$ cat src/rtl/rc_lvds_frontend.sv
// ============================================================================
// Module   : rc_lvds_frontend
// Purpose  : First-order RC-equivalent IIR filter of a PWM bit stream followed
//            by a registered LVDS-style comparator against an analog input.
//            Define RC_LVDS_HYST_EN to enable the HYST comparator window.
// Revision : 1.0 - initial release
// ============================================================================
`default_nettype none

module rc_lvds_frontend #(
    parameter int W     = 16,
    parameter int ALPHA = 459,
    parameter int HYST  = 64
) (
    input  logic         clk_i,
    input  logic         rst_i,
    input  logic         en_i,
    input  logic         pwm_i,
    input  logic [W-1:0] ana_i,
    output logic [W-1:0] filt_o,
    output logic         lvds_o
);

    localparam logic [W-1:0]       c_FS    = {W{1'b1}};
    localparam logic signed [16:0] c_ALPHA = 17'(ALPHA);
`ifdef RC_LVDS_HYST_EN
    localparam bit                 c_HYST_ON = 1'b1;
`else
    localparam bit                 c_HYST_ON = 1'b0;
`endif
    localparam logic [W:0]         c_HYST  = c_HYST_ON ? (W+1)'(HYST) : '0;

    logic signed [W:0]    w_diff;
    logic signed [W+16:0] w_prod;
    logic signed [W:0]    w_step;
    logic        [W+1:0]  w_sum;
    logic        [W-1:0]  w_filt_next;
    logic        [W:0]    w_filt_ext;
    logic        [W:0]    w_ana_ext;
    logic                 w_lvds_next;

    always_comb begin
        w_diff = $signed({1'b0, (pwm_i ? c_FS : {W{1'b0}})}) - $signed({1'b0, filt_o});
        w_prod = w_diff * c_ALPHA;
        w_step = (W+1)'(w_prod >>> 16);
        // Tiny positive steps floor to zero; nudge by one so the state reaches FS.
        if ((w_step == '0) && (w_diff > 0)) begin
            w_step = (W+1)'(1);
        end
        w_sum = {2'b00, filt_o} + {w_step[W], w_step};
        if (w_sum[W+1]) begin
            w_filt_next = '0;
        end else if (w_sum[W]) begin
            w_filt_next = c_FS;
        end else begin
            w_filt_next = w_sum[W-1:0];
        end
    end

    // With a zero window the hold branch only covers equality, which reads as 0.
    always_comb begin
        w_filt_ext = {1'b0, filt_o};
        w_ana_ext  = {1'b0, ana_i};
        if (w_filt_ext > (w_ana_ext + c_HYST)) begin
            w_lvds_next = 1'b1;
        end else if ((w_filt_ext + c_HYST) < w_ana_ext) begin
            w_lvds_next = 1'b0;
        end else begin
            w_lvds_next = c_HYST_ON ? lvds_o : 1'b0;
        end
    end

    always_ff @(posedge clk_i) begin
        if (rst_i) begin
            filt_o <= '0;
            lvds_o <= 1'b0;
        end else begin
            if (en_i) begin
                filt_o <= w_filt_next;
            end
            lvds_o <= w_lvds_next;
        end
    end

endmodule

`default_nettype wire

$ cat config.mk
export PLATFORM = sky130hd
export DESIGN_NAME = rc_lvds_frontend
export DESIGN_NICKNAME = d
export VERILOG_FILES = /design/src/rtl/rc_lvds_frontend.sv
export SDC_FILE = /design/constraint.sdc
export NUM_CORES = 1
export LEC_CHECK = 0
export ABC_AREA = 1
export CORE_MARGIN = 8
export CORE_UTILIZATION = 44
export DETAILED_ROUTE_END_ITERATION = 10
export PLACE_DENSITY = 0.7
export SYNTH_ARGS = -nofsm -noshare
export SYNTH_HDL_FRONTEND = slang
export SYNTH_SLANG_ARGS = --single-unit
$ cat constraint.sdc
create_clock -name clk_i -period 26.7 [get_ports clk_i]
set_clock_uncertainty 0.15 [all_clocks]
set_input_delay 8.01 -clock clk_i [delete_from_list [all_inputs] [get_ports clk_i]]
set_output_delay 8.01 -clock clk_i [all_outputs]
set_load 0.03 [all_outputs]
**After elaboration in Yosys (flattened, before gate mapping)**

Cells that the tools add are included.

- Input bits: 20
- Output and inout port bits: 17
- Logic and storage cells: 14
- Flip-flop bits (word level): 17

- Multipliers: 1
- Reduce and logical (&&, ||, !) cells: 2
- Magnitude comparators: 2
- Mux-type cells: 5
- Add/subtract/negate cells: 2

Operators with widths:

| operator | number |
|---|---|
| two-way mux 16 bit | 3 |
| multiplier 17 x 10 -> 27 bit (second input constant) | 1 |
| adder 17 x 17 -> 18 bit | 1 |
| greater-than comparator 17 x 1 -> 1 bit (second input constant) | 1 |
| logical NOT 17 bit | 1 |
| two-way mux 17 bit | 1 |
| subtractor 16 x 16 -> 17 bit | 1 |
| greater-than comparator 16 bit | 1 |
| logical AND 1 bit | 1 |
| two-way mux 1 bit | 1 |

**Depth between registers and ports, before layout**

- Depth after elaboration: 9
- Mapped depth: 48
- Mapped depth without buffers: 48

**Least setup slack after synthesis**

No wires, ideal clock.

- Kind: input to register
- From: input port pwm_i
- To: register filt_o[0]
- Arrival: 15500 ps
- Buffers on the path: 1
- Required time: 26480 ps
- Setup time: 70 ps
- Setup slack: 10979 ps
- Stages on the path: 42
- Cell sequence: inv_1 ha_1 fa_1 nand3b_1 nand2_1 nand3_1 nand2_1 nand3_1 nand2_1 inv_1 ha_1 ha_1 fa_1 fa_1 inv_1 fa_1 inv_1 ha_1 [... 6 more ...] nand2_4 inv_1 nor2_1 nand4_1 nand2_1 ha_1 fa_1 nand3_1 nand2_1 nand2_1 nand2_1 nand2_1 nand3_1 nand3b_4 buf_4 nand3_1 nand2_2 a21oi_2

- Cells in the longest elaborated chain, start to end: 9
- Elaborated cells between the ends (all ways): 10
- Those cells by class: 2 x add/sub; 1 x mul; 1 x order compare; 4 x mux; 2 x reduce/logical

RTL lines:

| element | line | source |
|---|---|---|
| start: declaration | 18 | `input logic pwm_i,` |
| two-way mux 16 bit (*) | 43 | `w_diff = $signed({1'b0, (pwm_i ? c_FS : {W{1'b0}})}) - $signed({1'b0, filt_o});` |
| subtractor 16 x 16 -> 17 bit (*) | 43 |  |
| multiplier 17 x 10 -> 27 bit | 44 | `w_prod = w_diff * c_ALPHA;` |
| logical NOT 17 bit | 47 | `if ((w_step == '0) && (w_diff > 0)) begin` |
| logical AND 1 bit | 47 |  |
| two-way mux 17 bit (*) | 47 |  |
| adder 17 x 17 -> 18 bit (*) | 50 | `w_sum = {2'b00, filt_o} + {w_step[W], w_step};` |
| two-way mux 16 bit | 53 | `end else if (w_sum[W]) begin` |
| two-way mux 16 bit (*) | 51 | `if (w_sum[W+1]) begin` |
| end signal: assignment | 79 | `filt_o <= w_filt_next;` |
| end: declaration | 20 | `output logic [W-1:0] filt_o,` |

Every way passes the cells marked *; elsewhere a longest branch is shown, timed or not.
A chain may end at the register's enable or synchronous reset.

**Worst setup path after layout**

- From: input port pwm_i
- To: register filt_o[9]

Same word-level chain as after synthesis.

==> run_results.csv <==
group,metric,value,unit
status,status,"complete, no violations",
clock_network,htree_levels,1,
yosys,synthTopCellsByCount,"inv_1, nand2_1, ha_1",
drt,firstDrtPassIters,5,
grt,grt_pass1_wl,29800,um
clock_network,ctsResizeCount,0,
timing,setup_violations,0,
min_path,hold_depth,2,
yosys,synth_top_family_by_area,"adder cells",
floorplan,initial_core_util,44.2,%
drt,drt_iter0_markers,267,
setup_path,rr_worst_depth,42,
grt,grt_pass1_vias,6415,
yosys,synth_seq_area_share,4.71,%
yosys,syn-num-nets,1269,
yosys,synth-compound-area-share,9.83,%
yosys,post-synth-top-area-cell,"ha_1",
yosys,yosys_warnings,0,
floorplan,die_w,144,um
timing,relSlewSlack,42.1,%
finish,fin_nets,1304,
clock_network,cts_buffer_depth,2,
setup_path,critPathLaunchType,"input pin",
setup_path,arrival,17.29,ns
placement,gp_congestion,0.958,
drt,drt-total-wl,17200,um
timing,tns,0,ns
placement,portBuffers,36,
setup_path,crit_slowest_cell,"clkdlybuf4s50_1",
yosys,synth-simple-area-share,26.2,%
yosys,synthDistinctLibCells,41,
timing,post-route-period-util,64.7,%
min_path,hold_class,"reg2reg",
setup_path,end_kind,"flip-flop",
yosys,yosys.area_share.xor_xnor,3.75,%
clock_network,path_clk_slew,0.05,ns
finish,regArea,340,sq um
grt,grt_usage,17.7,%
setup_path,critical_path_required,26.71,ns
setup_path,path_class,"in2reg",
yosys,muxShareOfSynthArea,0,%
timing,hold_viol_final,0,
clock_network,cts.sinks,17,
drt,topRoutingLayerUsed,"met4",
timing,rsz0062_at_grt,"no",
clock_network,cts_setup_buffers,0,
floorplan,dieArea,20800,sq um
yosys,netlist_area,7230,sq um
floorplan,core_area,16300,sq um
clock_network,cts_hold_buf,0,
yosys,netlist_top_cells_area,"ha_1, fa_1, inv_1, nand2_1, dfxtp_1",
setup_path,cp_max_fo,16,
yosys,synth_top_area_share,24.4,%
placement,dp.final_hpwl,15200,um
finish,area_growth_syn_to_layout,9.03,%
drt,wl_met3,470,um
floorplan,ios,37,
drt,num_vias,6337,
finish,fillers,1704,
clock_network,root_buffer,"clkbuf_16",
yosys,synthCells,1047,
yosys,synthFlopType,"dfxtp_1",
finish,drive_above_1_share,5.18,%
drt,vias_per_cell,4.87,
drt,met1Wirelength,8040,um
finish,multi_input_area,5860,sq um
clock_network,cts_tree,"done",
timing,period_needed,17.28,ns
drt,route.met2.wl,8280,um
yosys,synth-edff-count,0,
setup_path,critPathMaxStageDelay,0.88,ns
yosys,postSynthAreaPerCell,6.91,sq um
yosys,post-synth-top-count-cell,"inv_1",
grt,overflow,0,
floorplan,rows,47,
drt,wire_per_inst,13.2,um
run,drv_cap,0,
clock_network,cts_buffers,3,
clock_network,insertion_delay,0.25,ns
finish,diodes,0,
timing,fmax,57.9,MHz
drt,drc,0,
floorplan,die_h,144,um
grt,grt_max_degree,18,
yosys,ys_seq_elements,17,
setup_path,cpMostUsedCell,"nand2_1",
yosys,synthArstFlopShare,0,%
timing,maxSlewViolCount,0,
yosys,yosys.area_share.adder,41.3,%
timing,worst_pin_slew,0.866,ns
grt,antenna_found_initial,0,
drt,drt.antenna.violating_nets,0,
## worst paths after layout
path,from,endpoint,slack (ns)
max,pwm_i,filt_o[9]$_SDFFE_PP0P_,9.42
min,filt_o[3]$_SDFFE_PP0P_,filt_o[3]$_SDFFE_PP0P_,0.43
max reg2reg,filt_o[1]$_SDFFE_PP0P_,filt_o[9]$_SDFFE_PP0P_,17.75
min reg2reg,filt_o[3]$_SDFFE_PP0P_,filt_o[3]$_SDFFE_PP0P_,0.43
## cells in the final DEF (no fill, tap or decap), types with 6 or more instances in the layout
cell type        synthesis  final
a21oi_2                 11     11
nand2_4                  6      6
a21oi_1                 66     66
nand3_1                 54     54
o21bai_1                 9      9
nor2_1                  57     57
xnor2_1                 12     12
o21ai_0                 16     16
a21o_1                   7      7
xor2_1                  19     19
inv_1                  256    256
nand2_1                238    238
nand2_2                 18     18
fa_1                    61     61
ha_1                   141    141
clkdlybuf4s50_1          0     36
dfxtp_1                 17     17
nand4_1                 15     15
## metal layers
layer  vias to the layer above  global-route usage [%]
li1                       3338                       -
met1                      2881                    22.8
met2                        92                    31.3
met3                        26                    1.22
met4                         0                    4.55
met5                         -                       0
## worst max-delay path, delay by kind of cell
family	cells	cell delay, ns
fa+ha+maj	10	3.92
simple gates	24	3.16
buf+inv	6	1.83
compound gates	2	0.37
## through the flow
| stage | setup slack, ns | instances | util, % | cell area (sq um) | hold slack [ns] |
|---|---|---|---|---|---|
| 3_3_place_gp | 9.31 | 1297 | 47.7 | 7800 | 0.418 |
| 6_report | 9.42 | 1301 | 48.2 | 7880 | 0.431 |
| 2_1_floorplan | 10.98 | 1047 | - | 7230 | 0.477 |
| 5_1_grt | 8.50 | 1301 | 48.2 | 7880 | 0.461 |
| 3_5_place_dp | 9.13 | 1297 | 47.7 | 7800 | 0.429 |
| 4_1_cts | 9.36 | 1301 | 48.2 | 7880 | 0.437 |
## registers in the layout (all words and copies together), names as in the netlist
| signal | cells |
|---|---|
| filt_o | 16 |
| lvds_o | 1 |
## kinds of logic (layout without fill, tap and decap cells)
family,after synthesis,after routing
adder cells (fa/ha/maj),202,202
XOR/XNOR,31,31
flip-flops,17,17
AO/OA/AOI/OAI,120,120
AND/OR/NAND/NOR,414,414
buffers and inverters,263,297
## final cells by class
class	instances	share of cell area (%)
clock buffer	3	0.952
clock inverter	1	0.0635
inverter	257	12.2
multi-input combinational	767	74.4
sequential	17	4.32
tap	220	3.49
timing repair buffer	36	4.57
Power is left out: the tool's default activity adds up to more than one toggle a clock period on the data nets, which glitch-free logic cannot reach.
